[config.mk]
export PLATFORM = sky130hd
export DESIGN_NAME = carry_resolver_flat
export DESIGN_NICKNAME = d
export VERILOG_FILES = /design/src/rtl/carry_resolver_if.sv /design/src/rtl/carry_resolver.sv /design/src/flat_wrapper.sv
export SDC_FILE = /design/constraint.sdc
export NUM_CORES = 1
export LEC_CHECK = 0
export BUFFER_PORTS_ARGS = -buffer_cell sky130_fd_sc_hd__buf_4
export CORE_MARGIN = 5
export CORE_UTILIZATION = 50
export DETAILED_ROUTE_END_ITERATION = 6
export GPL_ROUTABILITY_DRIVEN = 0
export GPL_TIMING_DRIVEN = 0
export MAX_ROUTING_LAYER = met4
export PLACE_DENSITY = 0.74
export SLEW_MARGIN = 5
export SYNTH_ARGS = -nofsm -noshare
export SYNTH_HDL_FRONTEND = slang
export SYNTH_SLANG_ARGS = --single-unit
[constraint.sdc]
create_clock -name general_clk -period 3.5 [get_ports general_clk]
set_input_delay 0 -clock general_clk [delete_from_list [all_inputs] [get_ports general_clk]]
set_output_delay 0 -clock general_clk [all_outputs]
set_load 0.01 [all_outputs]
[src/rtl/carry_resolver_if.sv]
// Handshake bundle between the arithmetic encoder, the carry resolver and the byte sink.
// The pre-carry word width travels with the bundle; only bits [8:0] carry meaning.
interface carry_resolver_if #(
  parameter int WORD_WIDTH = 16
);
  logic                  in_valid;
  logic                  in_ready;
  logic [1:0]            in_flag;
  logic [WORD_WIDTH-1:0] in_bit_1;
  logic [WORD_WIDTH-1:0] in_bit_2;
  logic                  flush;
  logic [7:0]            out_byte;
  logic                  out_valid;
  logic                  out_ready;
  logic                  flush_done;
  logic                  run_ovf;

  modport master (
    output in_valid, in_flag, in_bit_1, in_bit_2, flush, out_ready,
    input  in_ready, out_byte, out_valid, flush_done, run_ovf
  );

  modport slave (
    input  in_valid, in_flag, in_bit_1, in_bit_2, flush, out_ready,
    output in_ready, out_byte, out_valid, flush_done, run_ovf
  );
endinterface

[src/rtl/carry_resolver.sv]
// Resolves encoder carries using one held byte plus a count of pending 0xFF bytes,
// and releases bytes in order once no later carry can change them.
module carry_resolver #(
  parameter int RUN_WIDTH = 16,
  parameter int QDEPTH    = 4
) (
  input logic             general_clk,
  input logic             reset,
  carry_resolver_if.slave bus
);
  localparam int PW = $clog2(QDEPTH);
  localparam int CW = PW + 1;
  localparam logic [CW-1:0] ROOM_LIMIT = CW'(QDEPTH - 2);

  typedef enum logic [1:0] {IDLE, EMIT, FLUSH, DONE} state_t;

  state_t               state;
  logic [8:0]           queue [QDEPTH];
  logic [PW-1:0]        wr_ptr;
  logic [PW-1:0]        rd_ptr;
  logic [CW-1:0]        count;
  logic [7:0]           held;
  logic                 held_v;
  logic [RUN_WIDTH-1:0] run;
  logic [RUN_WIDTH-1:0] remain;
  logic [7:0]           fill;
  logic                 flush_pend;

  logic                 accept;
  logic                 pop;
  logic                 take_flush;
  logic [1:0]           push_n;
  logic [8:0]           word;
  logic                 carry;
  logic [7:0]           bumped;
  logic                 list_go;
  logic [7:0]           list_first;
  logic [7:0]           list_fill;
  logic [RUN_WIDTH-1:0] list_remain;
  logic [7:0]           next_held;
  logic [RUN_WIDTH-1:0] next_run;
  logic                 ovf_set;

  // Two free slots are required so a two-word beat can never be split.
  assign bus.in_ready = (count <= ROOM_LIMIT);
  assign accept       = bus.in_valid && bus.in_ready;
  assign pop          = (state == IDLE) && (count != '0);
  assign take_flush   = (state == IDLE) && (count == '0) && (bus.flush || flush_pend);
  assign word         = queue[rd_ptr];

  always_comb begin
    push_n = 2'd0;
    if (accept) begin
      case (bus.in_flag)
        2'b01:   push_n = 2'd1;
        2'b10:   push_n = 2'd2;
        default: push_n = 2'd0;
      endcase
    end
  end

  always_ff @(posedge general_clk) begin
    if (push_n != 2'd0) queue[wr_ptr] <= bus.in_bit_1[8:0];
    if (push_n == 2'd2) queue[wr_ptr + PW'(1)] <= bus.in_bit_2[8:0];
  end

  always_ff @(posedge general_clk or posedge reset) begin
    if (reset) begin
      wr_ptr <= '0;
      rd_ptr <= '0;
      count  <= '0;
    end else begin
      wr_ptr <= wr_ptr + PW'(push_n);
      if (pop) rd_ptr <= rd_ptr + PW'(1);
      count <= count + CW'(push_n) - CW'(pop);
    end
  end

  // Carry then byte for the word at the queue head, folded into one emit list:
  // a first byte followed by 'list_remain' copies of a fill byte.
  always_comb begin
    carry       = word[8] && held_v;
    bumped      = carry ? held + 8'd1 : held;
    list_go     = 1'b0;
    list_first  = bumped;
    list_fill   = 8'hFF;
    list_remain = '0;
    next_held   = held;
    next_run    = run;
    ovf_set     = 1'b0;
    if (!held_v) begin
      next_held = word[7:0];
    end else if (carry && (run != '0)) begin
      list_go    = 1'b1;
      list_first = held + 8'd1;
      list_fill  = 8'h00;
      if (word[7:0] == 8'hFF) begin
        list_remain = run - RUN_WIDTH'(1);
        next_held   = 8'h00;
        next_run    = RUN_WIDTH'(1);
      end else begin
        list_remain = run;
        next_held   = word[7:0];
        next_run    = '0;
      end
    end else if (word[7:0] == 8'hFF) begin
      next_held = bumped;
      if (&run) ovf_set = 1'b1;
      else      next_run = run + RUN_WIDTH'(1);
    end else begin
      list_go     = 1'b1;
      list_remain = run;
      next_held   = word[7:0];
      next_run    = '0;
    end
  end

  always_ff @(posedge general_clk or posedge reset) begin
    if (reset) begin
      state          <= IDLE;
      held           <= 8'h00;
      held_v         <= 1'b0;
      run            <= '0;
      remain         <= '0;
      fill           <= 8'h00;
      flush_pend     <= 1'b0;
      bus.out_byte   <= 8'h00;
      bus.out_valid  <= 1'b0;
      bus.flush_done <= 1'b0;
      bus.run_ovf    <= 1'b0;
    end else begin
      bus.flush_done <= 1'b0;
      if (bus.flush && !take_flush) flush_pend <= 1'b1;
      case (state)
        IDLE: begin
          if (pop) begin
            held   <= next_held;
            held_v <= 1'b1;
            run    <= next_run;
            if (ovf_set) bus.run_ovf <= 1'b1;
            if (list_go) begin
              bus.out_valid <= 1'b1;
              bus.out_byte  <= list_first;
              fill          <= list_fill;
              remain        <= list_remain;
              state         <= EMIT;
            end
          end else if (take_flush) begin
            flush_pend <= 1'b0;
            state      <= FLUSH;
            if (held_v) begin
              bus.out_valid <= 1'b1;
              bus.out_byte  <= held;
              fill          <= 8'hFF;
              remain        <= run;
            end
          end
        end
        EMIT, FLUSH: begin
          // A flush with nothing held has no bytes and goes straight to DONE.
          if (!bus.out_valid) begin
            state          <= DONE;
            bus.flush_done <= 1'b1;
          end else if (bus.out_ready) begin
            if (remain != '0) begin
              bus.out_byte <= fill;
              remain       <= remain - RUN_WIDTH'(1);
            end else begin
              bus.out_valid <= 1'b0;
              if (state == FLUSH) begin
                state          <= DONE;
                bus.flush_done <= 1'b1;
              end else begin
                state <= IDLE;
              end
            end
          end
        end
        DONE: begin
          held_v <= 1'b0;
          run    <= '0;
          state  <= IDLE;
        end
        default: state <= IDLE;
      endcase
    end
  end
endmodule

[src/flat_wrapper.sv]
// flat-port wrapper written by rule: the top's interface ports become plain ports
module carry_resolver_flat 
#(
  parameter int RUN_WIDTH = 16,
  parameter int QDEPTH    = 4
)
  (general_clk, reset, bus_in_valid, bus_in_flag, bus_in_bit_1, bus_in_bit_2, bus_flush, bus_out_ready, bus_in_ready, bus_out_byte, bus_out_valid, bus_flush_done, bus_run_ovf);
  carry_resolver_if #(.WORD_WIDTH(16)) bus_i ();
  input logic general_clk;
  input logic reset;
  input wire logic [$bits(bus_i.in_valid)-1:0] bus_in_valid;
  input wire logic [$bits(bus_i.in_flag)-1:0] bus_in_flag;
  input wire logic [$bits(bus_i.in_bit_1)-1:0] bus_in_bit_1;
  input wire logic [$bits(bus_i.in_bit_2)-1:0] bus_in_bit_2;
  input wire logic [$bits(bus_i.flush)-1:0] bus_flush;
  input wire logic [$bits(bus_i.out_ready)-1:0] bus_out_ready;
  output wire logic [$bits(bus_i.in_ready)-1:0] bus_in_ready;
  output wire logic [$bits(bus_i.out_byte)-1:0] bus_out_byte;
  output wire logic [$bits(bus_i.out_valid)-1:0] bus_out_valid;
  output wire logic [$bits(bus_i.flush_done)-1:0] bus_flush_done;
  output wire logic [$bits(bus_i.run_ovf)-1:0] bus_run_ovf;
  assign bus_i.in_valid = bus_in_valid;
  assign bus_i.in_flag = bus_in_flag;
  assign bus_i.in_bit_1 = bus_in_bit_1;
  assign bus_i.in_bit_2 = bus_in_bit_2;
  assign bus_i.flush = bus_flush;
  assign bus_i.out_ready = bus_out_ready;
  assign bus_in_ready = bus_i.in_ready;
  assign bus_out_byte = bus_i.out_byte;
  assign bus_out_valid = bus_i.out_valid;
  assign bus_flush_done = bus_i.flush_done;
  assign bus_run_ovf = bus_i.run_ovf;
  carry_resolver #(.RUN_WIDTH(RUN_WIDTH), .QDEPTH(QDEPTH)) u_core (.general_clk(general_clk), .reset(reset), .bus(bus_i));
endmodule
==> reports/results.tsv <==
metric	value	unit
Async SR Flop Fraction	63.6	%
ys flop type	dfrtp_1	
pwr dens	760	mW/mm²
GRT Util Overall	22.7	%
max-slew violations	0	
startpoint class of the critical path	flip-flop	
Die X	121	µm
via total after detailed routing	5311	
CTS clk-pin slew, worst paths	80	ps
worst slew pin tran	889	ps
routed len/inst	17.8	µm
Max-Slew Margin vs Limit	40.5	%
Worst-Skew Late Latency	360	ps
share of layout cells above drive strength 1	19.1	%
# rows	40	
DRC viols	0	
Leak Pwr	0.00285	µW
final HPWL from detailed placement	11000	µm
WL final	15600	µm
CP Class	reg2reg	
#FFs+latches synth	99	
Yosys cell types	77	
# port buffers	36	
clock root cell	clkbuf_16	
Die ar.	0.0146	mm²
syn nets	681	
Worst Min Path Start	bus_out_ready	
initial antenna violation count	0	
Critical R2R Launch	u_core.remain[0]	
Hold Path Stages	3	
final period utilization	90.7	%
Final Hold Vio Count	0	
TritonCTS Buffers	9	
minimum clock period	3170	ps
vias in the first global route	5169	
first-pass GRT wire length	25900	µm
worst setup margin	326	ps
H-tree Lvls	3	
crit path max fanout	10	
Min-Delay Path Class	in2reg	
Clock Skews	12.5	ps
Setup-failing EPs final	0	
Layout Nets	757	
Crit path arrival time	3410	ps
EDFF count, synth	36	
DRT antenna net count	0	
drt pass-1 iters	7	
Initial Util	51.1	%
reg-to-reg endpoint	u_core.remain[12]	
DRT iter0 DRCs	495	
Layout area overhead	17.9	%
TritonCTS clock tree	built	
die height	121	µm
Antenna diodes	0	
peak supply drop	389	µV
worst path required time	3740	ps
Yosys warnings	0	
Post-Synthesis Cells	627	
synthesized area	0.00616	mm²
worst hold path endpoint	u_core.bus.flush_done	
RSZ-0062 raised after global routing	false	
total core area	0.0121	mm²
CTS max path bufs	2	
fillers	978	
fmax	315	MHz
Reg2Reg Depth	10	
clk sinks	99	
largest net degree at the start of global routing	64	
element type at the critical path end	flip-flop	
IO Count	51	
status	finished, final reports clean	
grt ovf	0	
Syn Area/Cell	9.83	µm²
sequential fraction of the synthesis area	43.1	%
pre-CTS WS	377	ps
reg2reg setup slack	330	ps
routed vias/inst	6.06	
max cap viols	0	
setup TNS	0	ps
-- registers in the layout, indices dropped and copies added, names as in the netlist --
name	cells
u_core.state	2
u_core.bus.out_byte	8
u_core.bus.flush_done	1
u_core.held	8
u_core.bus.run_ovf	1
u_core.queue	36
u_core.rd_ptr	2
u_core.bus.out_valid	1
u_core.held_v	1
u_core.count	3
u_core.fill	1
u_core.wr_ptr	2
u_core.flush_pend	1
u_core.remain	16
u_core.run	16
-- cell usage in the layout (no fill, tap or decap), types with 10 or more instances in the layout --
cell type	netlist	routed
o21ai_0	46	46
ha_1	14	14
a21oi_1	27	27
inv_1	29	28
o31ai_1	12	12
clkbuf_1	21	21
nor3_1	13	13
edfxtp_1	36	36
buf_4	2	38
o21ai_1	20	20
nand3_1	24	24
nor2_1	49	49
dlygate4sd3_1	0	29
xnor2_1	10	10
mux2_2	39	39
a31oi_1	10	10
nand2_1	59	59
dfrtp_1	63	63
and3_1	15	15
-- power by group --
part / internal [µW] / leakage [µW] / switching (µW)
clock: 580 / 0.000159 / 508
sequential: 1510 / 0.00111 / 249
combinational: 1060 / 0.00159 / 1620
-- how the worst max path moves through the flow --
stage / endpoint / slack [ps] / startpoint
after CTS: u_core.queue[3][4] / 180 / u_core.count[0]
after global routing: u_core.count[2] / 140 / u_core.state[0]
after floorplan: u_core.state[0] / 730 / u_core.remain[0]
final: u_core.remain[12] / 330 / u_core.remain[0]
after global placement: u_core.remain[12] / 420 / u_core.remain[0]
after detailed placement: u_core.remain[12] / 380 / u_core.remain[0]
-- metal layers --
layer / wire length [µm] / global-route usage [%] / vias to the layer above
met2: 7510 / 36.2 / 229
li1: - / - / 2488
met5: 0 / - / -
met3: 1050 / 4.06 / 28
met1: 6720 / 29.3 / 2566
met4: 306 / 7.79 / 0
-- cell families after synthesis --
logic type	share of synthesized area, %
compound gates	19.4
xor+xnor	1.99
fa+ha+maj	3.17
buf+inv	4.63
flops	43.1
mux	11.2
simple gates	16.5
-- stage by stage --
stage	std cells	power (µW)	instance area (µm²)	util, %	hold slack, ps
floorplan	627	3630	6160	-	135
global placement	831	4290	6640	55.1	284
detailed placement	831	4390	6650	55.1	213
CTS	876	5500	7260	60.2	20.8
global route	876	5900	7260	60.2	49.0
finish	876	5520	7260	60.2	34.4
-- area by class of cell --
cell class                      count  area (µm²)  area share (%)
Multi-Input combinational cell    460        3220            44.4
Clock inverter                      7        97.6            1.34
Timing Repair Buffer               65         561            7.72
Clock buffer                        9         225            3.10
Inverter                           31         121            1.67
Tap cell                          168         210            2.89
Buffer                             37         166            2.29
Sequential cell                    99        2660            36.6
-- synth_stat cells (9+ instances only) --
master / number / area share [%]
nor2_1: 49 / 3.0
o31ai_1: 12 / 1.5
ha_1: 14 / 2.8
clkbuf_1: 21 / 1.3
dfrtp_1: 63 / 26
inv_1: 29 / 1.8
nor3_1: 13 / 1.1
buf_2: 9 / 0.73
nand2_1: 59 / 3.6
a21oi_1: 27 / 2.2
xnor2_1: 10 / 1.4
a31oi_1: 10 / 1.0
o21ai_1: 20 / 1.6
nand3_1: 24 / 1.9
mux2_2: 39 / 7.1
and3_1: 15 / 1.5
o21ai_0: 46 / 3.7
edfxtp_1: 36 / 18
-- worst max-delay path, cell delays in order (launching register included) --
cell     delay, ps
dfrtp_1        420
inv_1           70
ha_1           180
or3b_1         460
or4b_1         640
o221a_2        360
o31a_1         170
buf_2          220
nand2_4        150
a31oi_1         80
a221o_1        280
-- repair_timing --
action,4_1_cts,5_1_grt
resized for setup,0,1
hold buffers,29,0
setup endpoints to repair,0,2
hold endpoints to repair,100,0
setup buffers,0,0
Note: power is estimated with default switching activity, not from simulation.
